**src/rtl/mdclcg_seq_ctrl_pkg.sv**
```systemverilog
// Shared constants and FSM encoding for the
// MDCLCG sequencing controller.
package mdclcg_seq_ctrl_pkg;

  localparam int WIDTH_DEF  = 64;
  localparam int WARMUP_DEF = 4;
  localparam int CNT_W_DEF  = 32;

  typedef enum logic [1:0] {
    IDLE = 2'd0,
    WARM = 2'd1,
    RUN  = 2'd2
  } fsm_e;

endpackage

```
**src/rtl/mdclcg_seq_ctrl_if.sv**
```systemverilog
// Seed and output handshake bundle for the
// MDCLCG sequencing controller.
interface mdclcg_seq_ctrl_if #(
  parameter int WIDTH = 64
);

  logic [WIDTH-1:0] seed_in;
  logic             seed_valid;
  logic             seed_ready;
  logic [WIDTH-1:0] rnd_out;
  logic             rnd_valid;
  logic             rnd_ready;

  modport master (
    output seed_in,
    output seed_valid,
    input  seed_ready,
    input  rnd_out,
    input  rnd_valid,
    output rnd_ready
  );

  modport slave (
    input  seed_in,
    input  seed_valid,
    output seed_ready,
    output rnd_out,
    output rnd_valid,
    input  rnd_ready
  );

endinterface

```
**src/rtl/mdclcg_seq_ctrl_mux.sv**
```systemverilog
// Seed/feedback 2:1 select in front of the
// MDCLCG state register.
module mux_2x1_64line #(
  parameter int WIDTH = 64
) (
  input  logic             sel,
  input  logic [WIDTH-1:0] a1,
  input  logic [WIDTH-1:0] a0,
  output logic [WIDTH-1:0] y
);

  assign y = sel ? a1 : a0;

endmodule

```
**src/rtl/mdclcg_seq_ctrl.sv**
```systemverilog
// MDCLCG sequencing controller: seed load,
// warm-up discard and handshaked streaming.
module mdclcg_seq_ctrl
  import mdclcg_seq_ctrl_pkg::*;
#(
  parameter int WIDTH  = WIDTH_DEF,
  parameter int WARMUP = WARMUP_DEF,
  parameter int CNT_W  = CNT_W_DEF
) (
  input  logic             clk,
  input  logic             rst,
  mdclcg_seq_ctrl_if.slave bus,
  input  logic [WIDTH-1:0] nxt_in,
  output logic [WIDTH-1:0] state_out,
  output logic             mux_sel,
  output logic             busy,
  output logic [CNT_W-1:0] sample_cnt,
  input  logic             abort
);

  localparam int WC_W =
    (WARMUP < 2) ? 1 : $clog2(WARMUP + 1);
  localparam logic [WC_W-1:0] WC_LD =
    WC_W'(WARMUP);
  localparam fsm_e LD_ST =
    (WARMUP == 0) ? RUN : WARM;

  fsm_e             fsm_q, fsm_d;
  logic [WIDTH-1:0] reg_q, reg_d;
  logic [WC_W-1:0]  wcnt_q, wcnt_d;
  logic [CNT_W-1:0] cnt_q, cnt_d;

  logic             seed_acc;
  logic             hs;
  logic             reg_en;
  logic [WIDTH-1:0] mux_y;

  assign bus.seed_ready = (fsm_q != WARM);
  assign bus.rnd_valid  = (fsm_q == RUN);
  assign bus.rnd_out    = reg_q;
  assign state_out      = reg_q;
  assign sample_cnt     = cnt_q;
  assign busy           = (fsm_q != IDLE);

  assign seed_acc = bus.seed_valid
                  & bus.seed_ready;
  assign hs       = bus.rnd_valid
                  & bus.rnd_ready;
  assign mux_sel  = seed_acc;

  mux_2x1_64line #(
    .WIDTH (WIDTH)
  ) u_mux (
    .sel (mux_sel),
    .a1  (bus.seed_in),
    .a0  (nxt_in),
    .y   (mux_y)
  );

  always_comb begin
    fsm_d  = fsm_q;
    wcnt_d = wcnt_q;
    cnt_d  = cnt_q;
    reg_en = 1'b0;
    unique case (fsm_q)
      IDLE: begin
        if (seed_acc) begin
          reg_en = 1'b1;
          cnt_d  = '0;
          wcnt_d = WC_LD;
          fsm_d  = LD_ST;
        end
      end
      WARM: begin
        reg_en = 1'b1;
        wcnt_d = wcnt_q - 1'b1;
        if (wcnt_q == WC_W'(1)) begin
          fsm_d = RUN;
        end
      end
      RUN: begin
        if (hs) begin
          reg_en = 1'b1;
          cnt_d  = cnt_q + 1'b1;
        end
        // reseed beats advance; clear beats count
        if (seed_acc) begin
          reg_en = 1'b1;
          cnt_d  = '0;
          wcnt_d = WC_LD;
          fsm_d  = LD_ST;
        end
      end
      default: begin
        fsm_d = IDLE;
      end
    endcase
    // abort freezes the state path but still
    // counts a word transferred this cycle
    if (abort) begin
      fsm_d  = IDLE;
      reg_en = 1'b0;
      wcnt_d = wcnt_q;
      cnt_d  = hs ? cnt_q + 1'b1 : cnt_q;
    end
  end

  assign reg_d = reg_en ? mux_y : reg_q;

  always_ff @(posedge clk) begin
    if (rst) begin
      fsm_q  <= IDLE;
      reg_q  <= '0;
      wcnt_q <= '0;
      cnt_q  <= '0;
    end else begin
      fsm_q  <= fsm_d;
      reg_q  <= reg_d;
      wcnt_q <= wcnt_d;
      cnt_q  <= cnt_d;
    end
  end

endmodule
```
**src/flat_wrapper.sv**
```systemverilog
// flat-port wrapper written by rule: the top's interface ports become plain ports
module mdclcg_seq_ctrl_flat import mdclcg_seq_ctrl_pkg::*;
#(
  parameter int WIDTH  = WIDTH_DEF,
  parameter int WARMUP = WARMUP_DEF,
  parameter int CNT_W  = CNT_W_DEF
)
  (clk, rst, nxt_in, state_out, mux_sel, busy, sample_cnt, abort, bus_seed_in, bus_seed_valid, bus_seed_ready, bus_rnd_out, bus_rnd_valid, bus_rnd_ready);
  mdclcg_seq_ctrl_if #(.WIDTH(WIDTH)) bus_i ();
  input  logic clk;
  input  logic rst;
  input  logic [WIDTH-1:0] nxt_in;
  output logic [WIDTH-1:0] state_out;
  output logic mux_sel;
  output logic busy;
  output logic [CNT_W-1:0] sample_cnt;
  input  logic abort;
  input wire logic [$bits(bus_i.seed_in)-1:0] bus_seed_in;
  input wire logic [$bits(bus_i.seed_valid)-1:0] bus_seed_valid;
  output wire logic [$bits(bus_i.seed_ready)-1:0] bus_seed_ready;
  output wire logic [$bits(bus_i.rnd_out)-1:0] bus_rnd_out;
  output wire logic [$bits(bus_i.rnd_valid)-1:0] bus_rnd_valid;
  input wire logic [$bits(bus_i.rnd_ready)-1:0] bus_rnd_ready;
  assign bus_i.seed_in = bus_seed_in;
  assign bus_i.seed_valid = bus_seed_valid;
  assign bus_seed_ready = bus_i.seed_ready;
  assign bus_rnd_out = bus_i.rnd_out;
  assign bus_rnd_valid = bus_i.rnd_valid;
  assign bus_i.rnd_ready = bus_rnd_ready;
  mdclcg_seq_ctrl #(.WIDTH(WIDTH), .WARMUP(WARMUP), .CNT_W(CNT_W)) u_core (.clk(clk), .rst(rst), .bus(bus_i), .nxt_in(nxt_in), .state_out(state_out), .mux_sel(mux_sel), .busy(busy), .sample_cnt(sample_cnt), .abort(abort));
endmodule
```
**config.mk**
```make
export PLATFORM = sky130hd
export DESIGN_NAME = mdclcg_seq_ctrl_flat
export DESIGN_NICKNAME = d
export VERILOG_FILES = /design/src/rtl/mdclcg_seq_ctrl_pkg.sv /design/src/rtl/mdclcg_seq_ctrl_if.sv /design/src/rtl/mdclcg_seq_ctrl_mux.sv /design/src/rtl/mdclcg_seq_ctrl.sv /design/src/flat_wrapper.sv
export SDC_FILE = /design/constraint.sdc
export NUM_CORES = 1
export LEC_CHECK = 0
export ABC_AREA = 1
export BUFFER_PORTS_ARGS = -buffer_cell sky130_fd_sc_hd__buf_2
export CORE_AREA = 8 8 110 132
export DETAILED_ROUTE_END_ITERATION = 7
export DIE_AREA = 0 0 118 140
export PLACE_DENSITY = 0.86
export SKIP_LAST_GASP = 1
export SLEW_MARGIN = 20
export SYNTH_ARGS = -nofsm -noshare
export SYNTH_HDL_FRONTEND = slang
export SYNTH_SLANG_ARGS = --single-unit
```
**constraint.sdc**
```tcl
create_clock -name clk -period 1.5 [get_ports clk]
set_input_delay 0 -clock clk [delete_from_list [all_inputs] [get_ports clk]]
set_output_delay 0 -clock clk [all_outputs]
set_load 0.01 [all_outputs]
```
==> insert_results.sql <==
INSERT INTO impl_metrics (metric_group, metric, value, unit) VALUES
('logic_synthesis', 'synth_area', '5560', 'sq um'),
('place', 'routability_congestion', '0.966', ''),
('critical_path', 'worstSetupPathDepth', '10', ''),
('timing', 'final_critical_path_setup_slack', '35.3', 'ps'),
('final_layout', 'post-route-cell-area', '8400', 'sq um'),
('timing', 'fin_hold_ws', '-2.36', 'ps'),
('drt', 'detail_route.vias_per_cell', '5.33', ''),
('timing', 'max_slew.worst_pin.slew', '414', 'ps'),
('pwr', 'power-per-cell-area', '837', 'nW/um^2'),
('worst_hold_path', 'worst_hold_startpoint', 'bus_seed_in[18]', ''),
('critical_path', 'crit_required', '1720', 'ps'),
('final_layout', 'final.fill_count', '983', ''),
('final_layout', 'layout-area-overhead-vs-synth', '51.1', '%'),
('timing', 'pins_over_slew_limit', '0', ''),
('logic_synthesis', 'yosysSeqAreaShare', '36.4', '%'),
('timing', 'fin_skew', '8.10', 'ps'),
('drt', 'antenna_left', '0', ''),
('status', 'failing_checks', 'hold timing', ''),
('timing', 'period_share', '97.6', '%'),
('critical_path', 'data_arrival_critical_path', '1690', 'ps'),
('final_layout', 'layout.nets', '1228', ''),
('drt', 'drt_iter0_markers', '669', ''),
('logic_synthesis', 'synth_cells', '747', ''),
('cts', 'cts_made_buffers', '9', ''),
('timing', 'hold_viol', '2', ''),
('cts', 'worstSkewPairLatency', '350', 'ps'),
('pwr', 'power.total', '7030', 'uW'),
('logic_synthesis', 'synth.ff_latch_count', '101', ''),
('cts', 'cts_root_buffer', 'clkbuf_16', ''),
('timing', 'timing.setup.tns', '0', 'ps'),
('critical_path', 'critical_path.max_fanout', '17', ''),
('cts', 'tritoncts_clock_tree', 'built', ''),
('global_route', 'grt_use_total', '25.7', '%'),
('status', 'outcome', 'finished with violations', ''),
('critical_path', 'reg2regPathDepth', '9', ''),
('timing', 'max_freq', '683', 'MHz'),
('job', 'max_cap_violations', '0', ''),
('global_route', 'grt-ovfl-total', '0', ''),
('timing', 'max_slew_margin', '72.4', '%'),
('critical_path', 'cp_num_buf_inv', '4', ''),
('global_route', 'global_route_wire_length_before_repair', '34200', 'um'),
('floorplanning', 'dieArea', '16500', 'sq um'),
('worst_hold_path', 'min_delay_path_depth', '4', ''),
('critical_path', 'setup.reg_to_reg.worst_slack', '50', 'ps'),
('critical_path', 'critical-path-top-delay-family', 'buffers and inverters', ''),
('place', 'placed_cells_incl_taps', '1155', ''),
('critical_path', 'timing.critical_path.slowest_cell_delay', '610', 'ps'),
('place', 'placed_cell_area', '6980', 'sq um'),
('critical_path', 'list_of_cells_traversed_by_the_critical_path', 'buf_2 -> dlygate4sd3_1 -> nand2_2 -> nor2_4 -> nor2_4 -> o21ai_4 -> buf_4 -> buf_12 -> nand3_1 -> o211a_1', ''),
('critical_path', 'cpMostUsedCell', 'nor2_4', ''),
('worst_hold_path', 'min-delay-path-class', 'primary input to flop', ''),
('global_route', 'antenna_found_initial', '1', ''),
('critical_path', 'timing_worst_setup_path_type', 'primary input to flop', ''),
('global_route', 'grt_pass1_vias', '6433', ''),
('cts', 'clkSlewWorstSetupHoldPaths', '70', 'ps'),
('logic_synthesis', 'syn-mean-instance-area', '7.44', 'sq um'),
('floorplanning', 'die_x', '118', 'um'),
('drt', 'firstDrtPassIters', '7', ''),
('place', 'pre_cts_ws', '-1.59', 'ps'),
('timing', 'final_period_minus_worst_setup_slack', '1460', 'ps'),
('critical_path', 'timing.critical_path.slowest_stage_cell', 'dlygate4sd3_1', ''),
('critical_path', 'worst_setup_path_startpoint', 'bus_seed_valid', ''),
('critical_path', 'worstSetupEndpointType', 'flop', ''),
('logic_synthesis', 'syn_nets', '883', ''),
('pwr', 'cellLeakagePower', '0.00463', 'uW'),
('drt', 'wl_per_cell', '18.7', 'um'),
('final_layout', 'final_cell_mix', 'buf_2, nand2_1, dfxtp_1', ''),
('final_layout', 'layout.cells.most_common', 'buf_2', ''),
('timing', 'finalSetupViolCount', '0', ''),
('cts', 'clock_path_buffers', '2', ''),
('critical_path', 'timing.rr.start', 'u_core.fsm_q[1]', '');
final timing paths:
| check | end |
|---|---|
| min | u_core.bus.rnd_out[18] |
| min reg2reg | u_core.sample_cnt[8] |
| max reg2reg | u_core.bus.rnd_out[10] |
| max | u_core.bus.rnd_out[10] |
cells in the mapped netlist:
cell	n	area, sq um
nand3_4	1	17.5
nand2_1	219	822
nand3_1	78	390
a21oi_1	26	130
nor2_4	2	22.5
nand3b_1	2	15.0
buf_4	68	510
nand2_2	1	6.26
buf_2	9	45.0
a21o_1	1	7.51
nor3_2	1	10.0
buf_6	13	146
inv_2	4	15.0
a211oi_1	2	15.0
nand3_2	11	110
o21ai_2	1	8.76
clkbuf_1	11	41.3
ha_1	3	37.5
nor2_2	3	18.8
o21ai_1	1	5.00
nor2_1	55	206
o21ai_0	14	70.1
o211a_1	65	651
inv_1	42	158
nor3_1	6	30.0
nand4_1	4	25.0
o21a_1	1	7.51
xor2_1	1	8.76
and3_1	1	6.26
dfxtp_1	101	2020
worst reg2reg max path, delay by kind of cell, from the launching register on:
family / cells / cell delay (ps)
compound gates: 1 / 180
buf+inv: 4 / 450
flops: 1 / 380
simple gates: 4 / 390
sequential cells by signal, indices dropped and copies added (netlist names):
name                count
u_core.bus.rnd_out     64
u_core.sample_cnt      32
u_core.wcnt_q           3
u_core.fsm_q            2
layer usage:
metal | vias up | share of wire, % | track usage [%] | wire [um]
met5 | - | 0 | 0 | 0
met4 | 0 | 5.5 | 16.2 | 1310
met3 | 92 | 11 | 8.40 | 2560
met2 | 440 | 48 | 43.5 | 11400
met1 | 3096 | 35 | 27.2 | 8360
li1 | 3109 | - | - | -
logic make-up (layout without fill, tap and decap cells):
| logic type | after synthesis | in the layout | synth area share, % |
|---|---|---|---|
| xor gates and xnor gates | 1 | 1 | 0.158 |
| and+or+nand+nor | 384 | 384 | 30.2 |
| buffers and inverters | 147 | 497 | 16.5 |
| AOI/OAI and AO/OA | 111 | 111 | 16.1 |
| DFF | 101 | 101 | 36.4 |
| adders and majority gates | 3 | 3 | 0.675 |
| other | 0 | 3 | 0 |
timing repair:
action | CTS | global route
pin swaps | 3 | 7
cloned | 2 | 3
gates resized for setup | 10 | 43
setup buffers | 2 | 8
endpoints found under the hold margin | 51 | 0
hold buffers | 75 | 0
endpoints found under the setup margin | 6 | 93
stage by stage:
step | util, % | hold slack, ps
after detailed placement | 56.1 | 277
after CTS | 65.4 | 0.333
final | 67.5 | -2.36
after floorplan | - | 69.1
after global placement | 56.1 | 277
after global routing | 67.5 | 8.26
power by group:
group          leakage [uW]  internal [uW]  switching, uW
clock              0.000147           1350           1040
sequential         0.000835           2840            135
combinational       0.00365            797            863
total               0.00463           4990           2040
cell type report:
class                           count  area (sq um)  area share (%)
Timing Repair Buffer              435          2930            34.9
Multi-Input combinational cell    499          2730            32.5
Sequential cell                   101          2040            24.3
Clock buffer                       12           246            2.93
Tap cell                          164           205            2.44
Inverter                           46           183            2.17
Clock inverter                      4          56.3           0.670
Antenna cell                        3          7.51          0.0894
Note: power is estimated with default switching activity, not from simulation.
